===== config.mk =====
export PLATFORM = sky130hd
export DESIGN_NAME = shift_add_multiplier
export DESIGN_NICKNAME = d
export VERILOG_FILES = /design/src/rtl/shift_add_multiplier.sv
export SDC_FILE = /design/constraint.sdc
export NUM_CORES = 1
export LEC_CHECK = 0
export CORE_MARGIN = 2
export CORE_UTILIZATION = 56
export CTS_CLUSTER_SIZE = 30
export DETAILED_ROUTE_END_ITERATION = 12
export PLACE_DENSITY = 0.85
export SYNTH_ARGS = -nofsm -noshare
export SYNTH_HDL_FRONTEND = slang
export SYNTH_SLANG_ARGS = --single-unit

===== constraint.sdc =====
create_clock -name clk -period 36.6 [get_ports clk]
set_input_delay 7.32 -clock clk [delete_from_list [all_inputs] [get_ports clk]]
set_output_delay 7.32 -clock clk [all_outputs]
set_load 0.02 [all_outputs]

===== src/rtl/shift_add_multiplier.sv =====
// Sequential unsigned N x N -> 2N shift-add multiplier with valid/ready handshakes on both sides.
// The partial-product accumulator is a single ripple-carry adder_n instance.

module adder_n #(
   parameter int N = 32
) (
   input  logic [N-1:0] a,
   input  logic [N-1:0] b,
   input  logic         c_in,
   output logic [N-1:0] sum,
   output logic         c_out
);

   logic [N:0] carry;

   assign carry[0] = c_in;

   for (genvar i = 0; i < N; i++) begin : g_fa
      assign sum[i]       = a[i] ^ b[i] ^ carry[i];
      assign carry[i + 1] = (a[i] & b[i]) | (carry[i] & (a[i] ^ b[i]));
   end

   assign c_out = carry[N];

endmodule

module shift_add_multiplier #(
   parameter int N = 32
) (
   input  logic           clk,
   input  logic           rst,
   input  logic           i_valid,
   output logic           i_ready,
   input  logic [N-1:0]   a,
   input  logic [N-1:0]   b,
   output logic           o_valid,
   input  logic           o_ready,
   output logic [2*N-1:0] product,
   output logic           busy
);

   localparam int                CNT_W = (N > 1) ? $clog2(N) : 1;
   localparam logic [CNT_W-1:0]  LAST  = CNT_W'(N - 1);

   typedef enum logic [1:0] {
      IDLE = 2'd0,
      RUN  = 2'd1,
      DONE = 2'd2
   } state_t;

   state_t           state;
   state_t           state_nxt;
   logic [CNT_W-1:0] cnt;
   logic [N-1:0]     mcand;
   logic [2*N-1:0]   acc;
   logic [2*N-1:0]   acc_nxt;
   logic [N-1:0]     addend;
   logic [N-1:0]     sum;
   logic             c_out;
   logic             accept;
   logic             last_step;

   assign accept    = (state == IDLE) && i_valid;
   assign last_step = (state == RUN) && (cnt == LAST);

   // One step: add the multiplicand into the upper half when the current LSB is set,
   // then shift the 2N+1-bit {carry, sum, lower half} right by one.
   assign addend  = acc[0] ? mcand : '0;
   assign acc_nxt = {c_out, sum, acc[N-1:1]};

   adder_n #(
      .N(N)
   ) u_acc_add (
      .a    (acc[2*N-1:N]),
      .b    (addend),
      .c_in (1'b0),
      .sum  (sum),
      .c_out(c_out)
   );

   always_ff @(posedge clk or posedge rst) begin
      if (rst) begin
         state <= IDLE;
      end else begin
         state <= state_nxt;
      end
   end

   always_comb begin
      state_nxt = state;
      case (state)
         IDLE:    if (i_valid)   state_nxt = RUN;
         RUN:     if (last_step) state_nxt = DONE;
         DONE:    if (o_ready)   state_nxt = IDLE;
         default:                state_nxt = IDLE;
      endcase
   end

   always_comb begin
      i_ready = 1'b0;
      o_valid = 1'b0;
      busy    = 1'b0;
      case (state)
         IDLE:    i_ready = 1'b1;
         RUN:     busy    = 1'b1;
         DONE:    o_valid = 1'b1;
         default: i_ready = 1'b0;
      endcase
   end

   always_ff @(posedge clk or posedge rst) begin
      if (rst) begin
         cnt <= '0;
      end else if (accept || last_step) begin
         cnt <= '0;
      end else if (state == RUN) begin
         cnt <= cnt + 1'b1;
      end
   end

   // Working registers carry no reset: they are only observable through product,
   // which is loaded exclusively on the final step of an uninterrupted operation.
   always_ff @(posedge clk) begin
      if (accept) begin
         mcand <= a;
         acc   <= {{N{1'b0}}, b};
      end else if (state == RUN) begin
         acc   <= acc_nxt;
      end
   end

   always_ff @(posedge clk or posedge rst) begin
      if (rst) begin
         product <= '0;
      end else if (last_step) begin
         product <= acc_nxt;
      end
   end

endmodule


# Yosys cells after proc, flatten, opt, wreduce, memory -nomap -nowiden
# Cells that the tools add are included.
[totals]
regBits = 167
in_bits = 68
output_inout_bits = 67
elab_cells = 189
[op_classes]
addsub = 1
eq_ne = 6
mux = 12
bitwise_logic = 157
n_reduce_logical = 7
[ops]
columns = ["operator", "n"]
rows = [
  ["two-way mux 32 bit", 3],
  ["AND 1 bit", 63],
  ["bitwise XOR 1 bit", 63],
  ["bitwise OR 1 bit", 31],
  ["two-way mux 5 bit", 2],
  ["two-way mux 2 bit", 3],
  ["inequality test 2 bit, second input constant", 3],
  ["one-hot mux 2 bit (3 select lines)", 1],
  ["adder 5 x 1 -> 5 bit, second input constant", 1],
  ["equality test 5 bit, second input constant", 1],
  ["nonzero test 2 bit", 2],
  ["two-way mux 1 bit", 3],
  ["AND reduction 3 bit", 1],
  ["equality test 2 x 1 -> 1 bit, second input constant", 1],
  ["equality test 2 bit, second input constant", 1],
  ["logical AND 1 bit", 2],
  ["logical NOT 2 bit", 1],
  ["logical OR 1 bit", 1],
]

# Longest topological paths before layout
# Gate-level depths: netlist of run 1.
[logic_depth]
depth_word = 64
mapped_depth = 40
depth_no_buf = 39

# By module
# Synthesis of run 1 repeated with hierarchy kept, for this count alone.
[unflattened]
hier_cells = 484
hier_area_um2 = 7040.5
[by_module_without_submodules]
columns = ["module", "n_inst", "cells_per_inst", "area_per_inst_um2", "seq_area_each_um2"]
rows = [
  ["shift_add_multiplier", 1, 442, 6362.4, 4339.2],
  ["adder_n", 1, 42, 678.2, 0.0],
]

# Worst setup path before layout of run 1
# No wires, ideal clock.
[synth_path]
path_type = "register to register"
start = "register acc[0]"
end = "register acc[62]"
setup_ns = 0.086
arrival_time_ns = 12.379
t_required_ns = 36.514
slack_ns = 24.135
stages_incl_launch_ff = 41
path_buffers = 1
synth_period_minus_slack_ns = 12.465
cell_sequence = "edfxtp_1 > clkbuf_1 > and2_1 > ha_1 > inv_1 > fa_1 > fa_1 > inv_1 > fa_1 > fa_1 > fa_1 > fa_1 > fa_1 > fa_1 > fa_1 > fa_1 > fa_1 > fa_1 > (+5 left out) > inv_1 > fa_1 > fa_1 > fa_1 > fa_1 > fa_1 > fa_1 > fa_1 > fa_1 > fa_1 > fa_1 > fa_1 > fa_1 > fa_1 > fa_1 > inv_1 > fa_1 > a211oi_1"
[synth_via]
elab_chain_cells = 63
elab_cells_between_ends = 124
cone_classes = "mux: 1; bitwise: 123"
[synth_rtl]
columns = ["item", "line_no", "text"]
rows = [
  ["start: declaration", "55", "logic [2*N-1:0] acc;"],
  ["start signal: assignment", "126", "acc <= {{N{1'b0}}, b};"],
  ["start signal: assignment", "128", "acc <= acc_nxt;"],
  ["two-way mux 32 bit (*)", "68", "assign addend = acc[0] ? mcand : '0;"],
  ["AND 1 bit / bitwise XOR 1 bit (equally long branches)", "20", "assign carry[i + 1] = (a[i] & b[i]) | (carry[i] & (a[i] ^ b[i]));"],
  ["AND 1 bit", "20", ""],
  ["bitwise OR 1 bit", "20", ""],
  ["AND 1 bit", "20", ""],
  ["bitwise OR 1 bit", "20", ""],
  ["AND 1 bit", "20", ""],
  ["bitwise OR 1 bit", "20", ""],
  ["(+47 left out)", "-", ""],
  ["bitwise OR 1 bit", "20", ""],
  ["AND 1 bit", "20", ""],
  ["bitwise OR 1 bit", "20", ""],
  ["AND 1 bit", "20", ""],
  ["bitwise OR 1 bit", "20", ""],
  ["AND 1 bit", "20", ""],
  ["bitwise OR 1 bit", "20", ""],
  ["bitwise XOR 1 bit (*)", "19", "assign sum[i] = a[i] ^ b[i] ^ carry[i];"],
]
# Every way passes the cells marked *; elsewhere a longest branch is shown, timed or not.
# A chain may end at the register's enable or synchronous reset.

# Worst setup path after layout of run 1
# Same ends and word-level chain as after synthesis.

==> impl_metrics.yaml, run 1 <==
status:
  outcome: "completed"
worst_hold_path:
  min_from: "acc[34]"
  hp-class: "reg -> reg"
  whs_path_depth: 2
placed_design:
  dp_hpwl_mm: 9.23
  placed_cell_area_um2: 8460
  dp.cells: 771
  routabilityCongestion: 0.750
  port_buffers: 134
  place_ws_ns: 23.21
clocking:
  cts_made_buffers: 17
  clockBufferDepth: 2
  cts-root-buf: "clkbuf_16"
  htreeDepth: 4
  postCtsResizedCells: 0
  clock_latency_ns: 0.42
  clock-sinks: 167
  post_cts_buffers: 0
  tritoncts: "built"
  cts.clk_slew.worst_paths_ns: 0.06
  hold_buffers: 0
routing:
  viasPerCell: 5.26
  drt-total-wl_mm: 14.1
  drt_pass1_iterations: 4
  wl_per_cell_um: 17.5
  ant_nets: 0
  drt-initial-drc-count: 279
  vias: 4223
  drc_errors: 0
synthesis:
  syn_area_per_cell_um2: 14.5
  netlist.top_cell.by_area: "edfxtp_1"
  synth_cell_types: 31
  yosysTopAreaCellShare: 0.272
  ys_ff_latch: 167
  netlist_area_um2: 7060
  yosysSeqAreaShare: 0.614
  synthTopCellsByArea: "edfxtp_1 27%, dfrtp_1 25%, mux2_2 14%"
  synthCells: 487
  yosys_warnings: 0
  syn_nets: 589
sta:
  rsz0062_at_grt: "false"
  max_freq_mhz: 74.0
  slew_headroom: 0.142
  fin_worst_skew_ns: 0.00785
  period_needed_ns: 13.52
  setup_viol: 0
  finalMaxSlewViolations: 0
  tightest_slew_ns: 1.29
  tns_ns: 0
  setup_slack_ns: 23.08
  timing_hold_violations_final: 0
  finalCritPeriodShare: 0.369
final_layout:
  n_fill_cell: 812
  layout.area.seq_um2: 4340
  area_growth_pct: 28.3
  finalNonFillerCells: 803
  layout-drive-gt1-share: 0.200
  antennaDiodeCount: 0
  fin_nets: 720
  stdcell_area_um2: 9060
  multiInputGateArea_um2: 2490
critical_path:
  crit_arrival_ns: 13.85
  rr_startpoint: "acc[0]"
  cpPeakStageDelay_ns: 0.72
  start_kind: "flip-flop"
  timing.critical_path.mode_cell: "fa_1"
  crit_required_ns: 36.93
  reg2regPathDepth: 39
  cp.buffers_inverters: 5
  cp.depth: 39
  crit_type: "reg -> reg"
  worstSetupStartpoint: "acc[0]"
  cpLargestDelayFamily: "adder cells"
  slowest_stage: "edfxtp_1"
  cp-end-kind: "flip-flop"
  critical_path_peak_fanout: 32
global_routing:
  track_usage: 0.221
  grt_pass1_wl_mm: 22.1
  overflow: 0
  grt_max_degree: 91
  first_global_vias: 4376
  antenna_found_initial: 0
floorplanning:
  rows: 41
  die_h_um: 116
  dieArea_um2: 13500
  start_util: 0.566
  die_x_um: 116
  core_um2: 12500
  io_pins: 135
power:
  p_comb_frac: 0.397
  vdd.ir_drop.worst_v: 0.0000432
  seq_power_share: 0.393
  switching_share: 0.341
  p_sw_mw: 0.284
  powerDensity_nw_per_um2: 92.0
  p_int_mw: 0.550
  leakagePower_nw: 3.82
  p_clk_frac: 0.210
run:
  cap_violations: 0
==> worst paths after layout <==
path | endpoint | slack [ns]
max reg2reg | acc[62] | 23.08
max | acc[62] | 23.08
min in group asynchronous | product[8] | 7.53
min reg2reg | acc[34] | 0.46
max in group asynchronous | product[28] | 28.48
min | acc[34] | 0.46
==> area by class of cell <==
class                      instances  share of cell area
timing repair buffer             137               0.151
clock inverter                    10              0.0101
multi-input combinational        280               0.274
tap                              172              0.0238
inverter                          15             0.00622
sequential                       167               0.479
clock buffer                      22              0.0558
==> layout by cell type, fill, tap and decap left out <==
master           netlist  final
dfxtp_1               32     32
nand3_1                2      2
inv_2                  0      1
nand2_1               64     64
or2_2                  1      1
clkinvlp_4             0      2
and3_1                 1      1
nor4b_1                2      2
or4_1                  1      1
nor2_1                 7      7
mux2_2                86     86
a211oi_1               5      5
edfxtp_1              64     64
clkbuf_8               0      4
clkinv_4               0      2
nand2b_1               1      1
ha_1                   3      3
inv_6                  0      1
o21ai_0                7      7
nor3b_4                1      1
nand2b_4               1      1
dfrtp_1               71     71
a31oi_1                1      1
clkdlybuf4s50_1        0    134
clkbuf_16              0     18
bufinv_16              0      1
a21oi_1               28     28
inv_1                 15     14
and2_1                28     28
fa_1                  31     31
clkinv_2               0      4
nand3b_4               1      1
o21bai_1               1      1
a22o_1                 1      1
a211o_1                1      1
buf_4                 11      3
mux2_1                 6      6
==> routing by layer <==
layer,share of wire,GRT usage,vias to the layer above
met5,0,0,-
met4,0.014,0.0849,0
met3,0.072,0.0654,21
met2,0.50,0.372,155
met1,0.41,0.270,2110
li1,-,-,1937
==> cells by family (layout without fill, tap and decap cells) <==
group,after synthesis,in the layout,synth area share
AOI/OAI and AO/OA,44,44,0.0346
DFF,167,167,0.614
buffers and inverters,40,184,0.0335
adders and majority gates,34,34,0.0932
and+or+nand+nor,110,110,0.0776
muxes,92,92,0.147
==> power by group through the flow <==
stage	registers, mW	clock network, mW	logic [mW]
CTS	0.329	0.177	0.333
global route	0.338	0.186	0.364
global placement	0.325	0	0.310
detailed placement	0.331	0	0.329
finish	0.328	0.175	0.331
floorplan	0.352	0	0.180
==> worst reg2reg max path, delay by kind of cell (launching register included) <==
kind,cells,cell delay [ns]
flip-flops,1,0.72
adder cells (fa/ha/maj),32,11.89
AO/OA/AOI/OAI,1,0.19
AND/OR/NAND/NOR,1,0.28
buffers and inverters,5,0.34
==> per-stage QoR <==
step                total power, mW  utilization  hold slack, ns
CTS                           0.839        0.727           0.461
global placement              0.635        0.679           0.447
floorplan                     0.531            -           0.436
finish                        0.834        0.727           0.459
global route                  0.887        0.727           0.478
detailed placement            0.660        0.679           0.453
==> sequential cells by signal, summed over array words and instances (netlist names) <==
register  cells
mcand        32
state         2
cnt           5
acc          64
product      64
==> synth_stat cells (all sizes together) <==
| cell type | n |
|---|---|
| dfxtp | 32 |
| or4 | 1 |
| a31oi | 1 |
| inv | 15 |
| nand2b | 2 |
| a211o | 1 |
| o21bai | 1 |
| edfxtp | 64 |
| or2 | 1 |
| nor2 | 7 |
| nand3b | 1 |
| nor4b | 2 |
| o21ai | 7 |
| a22o | 1 |
| a21oi | 28 |
| a211oi | 5 |
| clkbuf | 3 |
| ha | 3 |
| mux2 | 92 |
| nand3 | 2 |
| buf | 22 |
| and2 | 28 |
| nand2 | 64 |
| and3 | 1 |
| nor3b | 1 |
| fa | 31 |
| dfrtp | 71 |
No activity file was read; power rests on OpenSTA's default activity.
==> run 2, diff against run 1 <==
Settings changed: CORE_UTILIZATION 56 to 52, PLACE_DENSITY 0.85 to 0.8.
Clock period 36.6 ns to 13.9 ns, I/O delays scaled along.
==> run 2 against run 1 <==
Effect of this change:
- register-to-register slack got worse by 22 ns
- clock power increased to 2.7 times the previous value
- total power rose to 2.6 times the previous value
- clock-buffer cell count decreased by 1
- highest routed layer unchanged
- largest power group unchanged
- combinational power increased to 2.6 times the previous value
- sequential cell count did not move
- critical path depth rose by 1
- maximum frequency rose by 2.8%
- critical endpoint unchanged
- global-route usage decreased by 2.2 points
- setup slack lost 22 ns
==> impl_metrics.yaml, run 2 (same netlist as run 1, synthesis figures left out) <==
sta:
  period_needed_ns: 13.15
  setup_slack_ns: 0.753
  max_freq_mhz: 76.1
  fin_worst_skew_ns: 0.00590
  rsz0062_at_grt: "false"
  slew_headroom: 0.346
  setup_viol: 0
  tightest_slew_ns: 0.981
  finalMaxSlewViolations: 0
  tns_ns: 0
  finalCritPeriodShare: 0.946
  timing.hold.ws_ns: 0.467
  timing_hold_violations_final: 0
critical_path:
  cp-end-kind: "flip-flop"
  critical_path_peak_fanout: 32
  cpPeakStageDelay_ns: 0.43
  crit_type: "reg -> reg"
  rr_startpoint: "acc[0]"
  slowest_stage: "fa_1"
  crit_required_ns: 14.23
  crit_arrival_ns: 13.48
  timing.critical_path.mode_cell: "fa_1"
  start_kind: "flip-flop"
  reg2regPathDepth: 40
  worstSetupStartpoint: "acc[0]"
  rrSetupSlack_ns: 0.75
  reg2reg_to: "acc[62]"
global_routing:
  grt_pass1_wl_mm: 22.1
  use_met1: 0.271
  gr-max-usage-layer: "met2"
  overflow: 0
  use_met2: 0.311
  met3_usage: 0.0495
  grt_max_degree: 72
  track_usage: 0.199
  first_global_vias: 4375
  antenna_found_initial: 0
final_layout:
  area_growth_pct: 28.6
  layout-drive-gt1-share: 0.200
  multiInputGateArea_um2: 2490
  layout_commonest_cell: "clkdlybuf4s50_1"
  fin_nets: 723
  layout.cells.most_common_list: "134 x clkdlybuf4s50_1, 86 x mux2_2, 71 x dfrtp_1, 64 x nand2_1, 64 x edfxtp_1"
  largestRegisters: "acc (64), product (64), mcand (32)"
  layout.area.seq_um2: 4340
  n_fill_cell: 979
  antennaDiodeCount: 0
clocking:
  hold_buffers: 0
  clock-sinks: 167
  tritoncts: "built"
  cts_made_buffers: 17
  htreeDepth: 4
  post_cts_buffers: 0
  postCtsResizedCells: 0
  cts-root-buf: "clkbuf_16"
  clock_latency_ns: 0.42
  cts.clk_slew.worst_paths_ns: 0.06
  clockBufferDepth: 2
routing:
  viasPerCell: 5.16
  vias: 4180
  drt_pass1_iterations: 4
  drc_errors: 0
  drt-total-wl_mm: 13.7
  wl_per_cell_um: 16.9
  drt-initial-drc-count: 325
  ant_nets: 0
floorplanning:
  io_pins: 135
  start_util: 0.533
  rows: 42
  die_h_um: 121
  dieArea_um2: 14500
  die_x_um: 121
  core_um2: 13200
status:
  outcome: "completed"
placed_design:
  place_ws_ns: 0.876
  routabilityCongestion: 0.734
  port_buffers: 134
  dp_hpwl_mm: 8.82
run:
  cap_violations: 0
power:
  vdd.ir_drop.worst_v: 0.000134
  powerDensity_nw_per_um2: 241
  leakagePower_nw: 3.84
worst_hold_path:
  min_to: "acc[34]"
  whs_path_depth: 2
  min_from: "acc[34]"
  hp-class: "reg -> reg"
[run 2: cell count changes in the layout (fill, tap and decap cells not counted), sizes merged]
| cell | previous run | this run |
|---|---|---|
| clkinv | 6 | 9 |
| buf | 3 | 6 |
| clkinvlp | 2 | 0 |
| clkbuf | 22 | 21 |
| inv | 16 | 14 |
| bufinv | 1 | 3 |
[run 2: cell type report]
cell class              count  share of cell area
clock buffers              21              0.0507
clock inverters            11              0.0143
inverters                  15             0.00634
multi-input cells         280               0.274
flip-flops and latches    167               0.478
well taps                 176              0.0243
repair buffers            140               0.153
[run 2: stage by stage]
step                 util  power (mW)  area (um2)  instances
global placement    0.641        1.68        8490        778
CTS                 0.686        2.21        9080        810
floorplan               -        1.40        7060        487
detailed placement  0.641        1.73        8490        778
finish              0.686        2.19        9080        810
global route        0.686        2.34        9080        810
[run 2: power breakdown]
| group | internal, mW | switching (mW) | leakage [nW] | total, mW |
|---|---|---|---|---|
| clock network | 0.289 | 0.182 | 0.300 | 0.471 |
| logic | 0.432 | 0.438 | 1.68 | 0.870 |
| registers | 0.739 | 0.111 | 1.87 | 0.850 |
| total | 1.46 | 0.731 | 3.84 | 2.19 |
[run 2: layer usage]
layer | wire length (um) | up-vias
met4 | 225 | 0
li1 | - | 1938
met3 | 799 | 18
met5 | 0 | -
met1 | 6190 | 2092
met2 | 6460 | 132
[run 2: how the worst max path moves through the flow]
stage / end / slack [ns] / cells past startpoint
detailed placement: acc[62] / 0.88 / 40
floorplan: acc[62] / 1.44 / 40
CTS: product[62] / 0.74 / 40
global placement: acc[62] / 1.06 / 40
finish: acc[62] / 0.75 / 40
global route: acc[62] / 0.23 / 40
[run 2: critical path: cells and delay by family (launching register included)]
| kind | cells | cell delay (ns) |
|---|---|---|
| buf+inv | 6 | 0.57 |
| compound gates | 1 | 0.22 |
| fa+ha+maj | 32 | 11.72 |
| flops | 1 | 0.36 |
| simple gates | 1 | 0.17 |
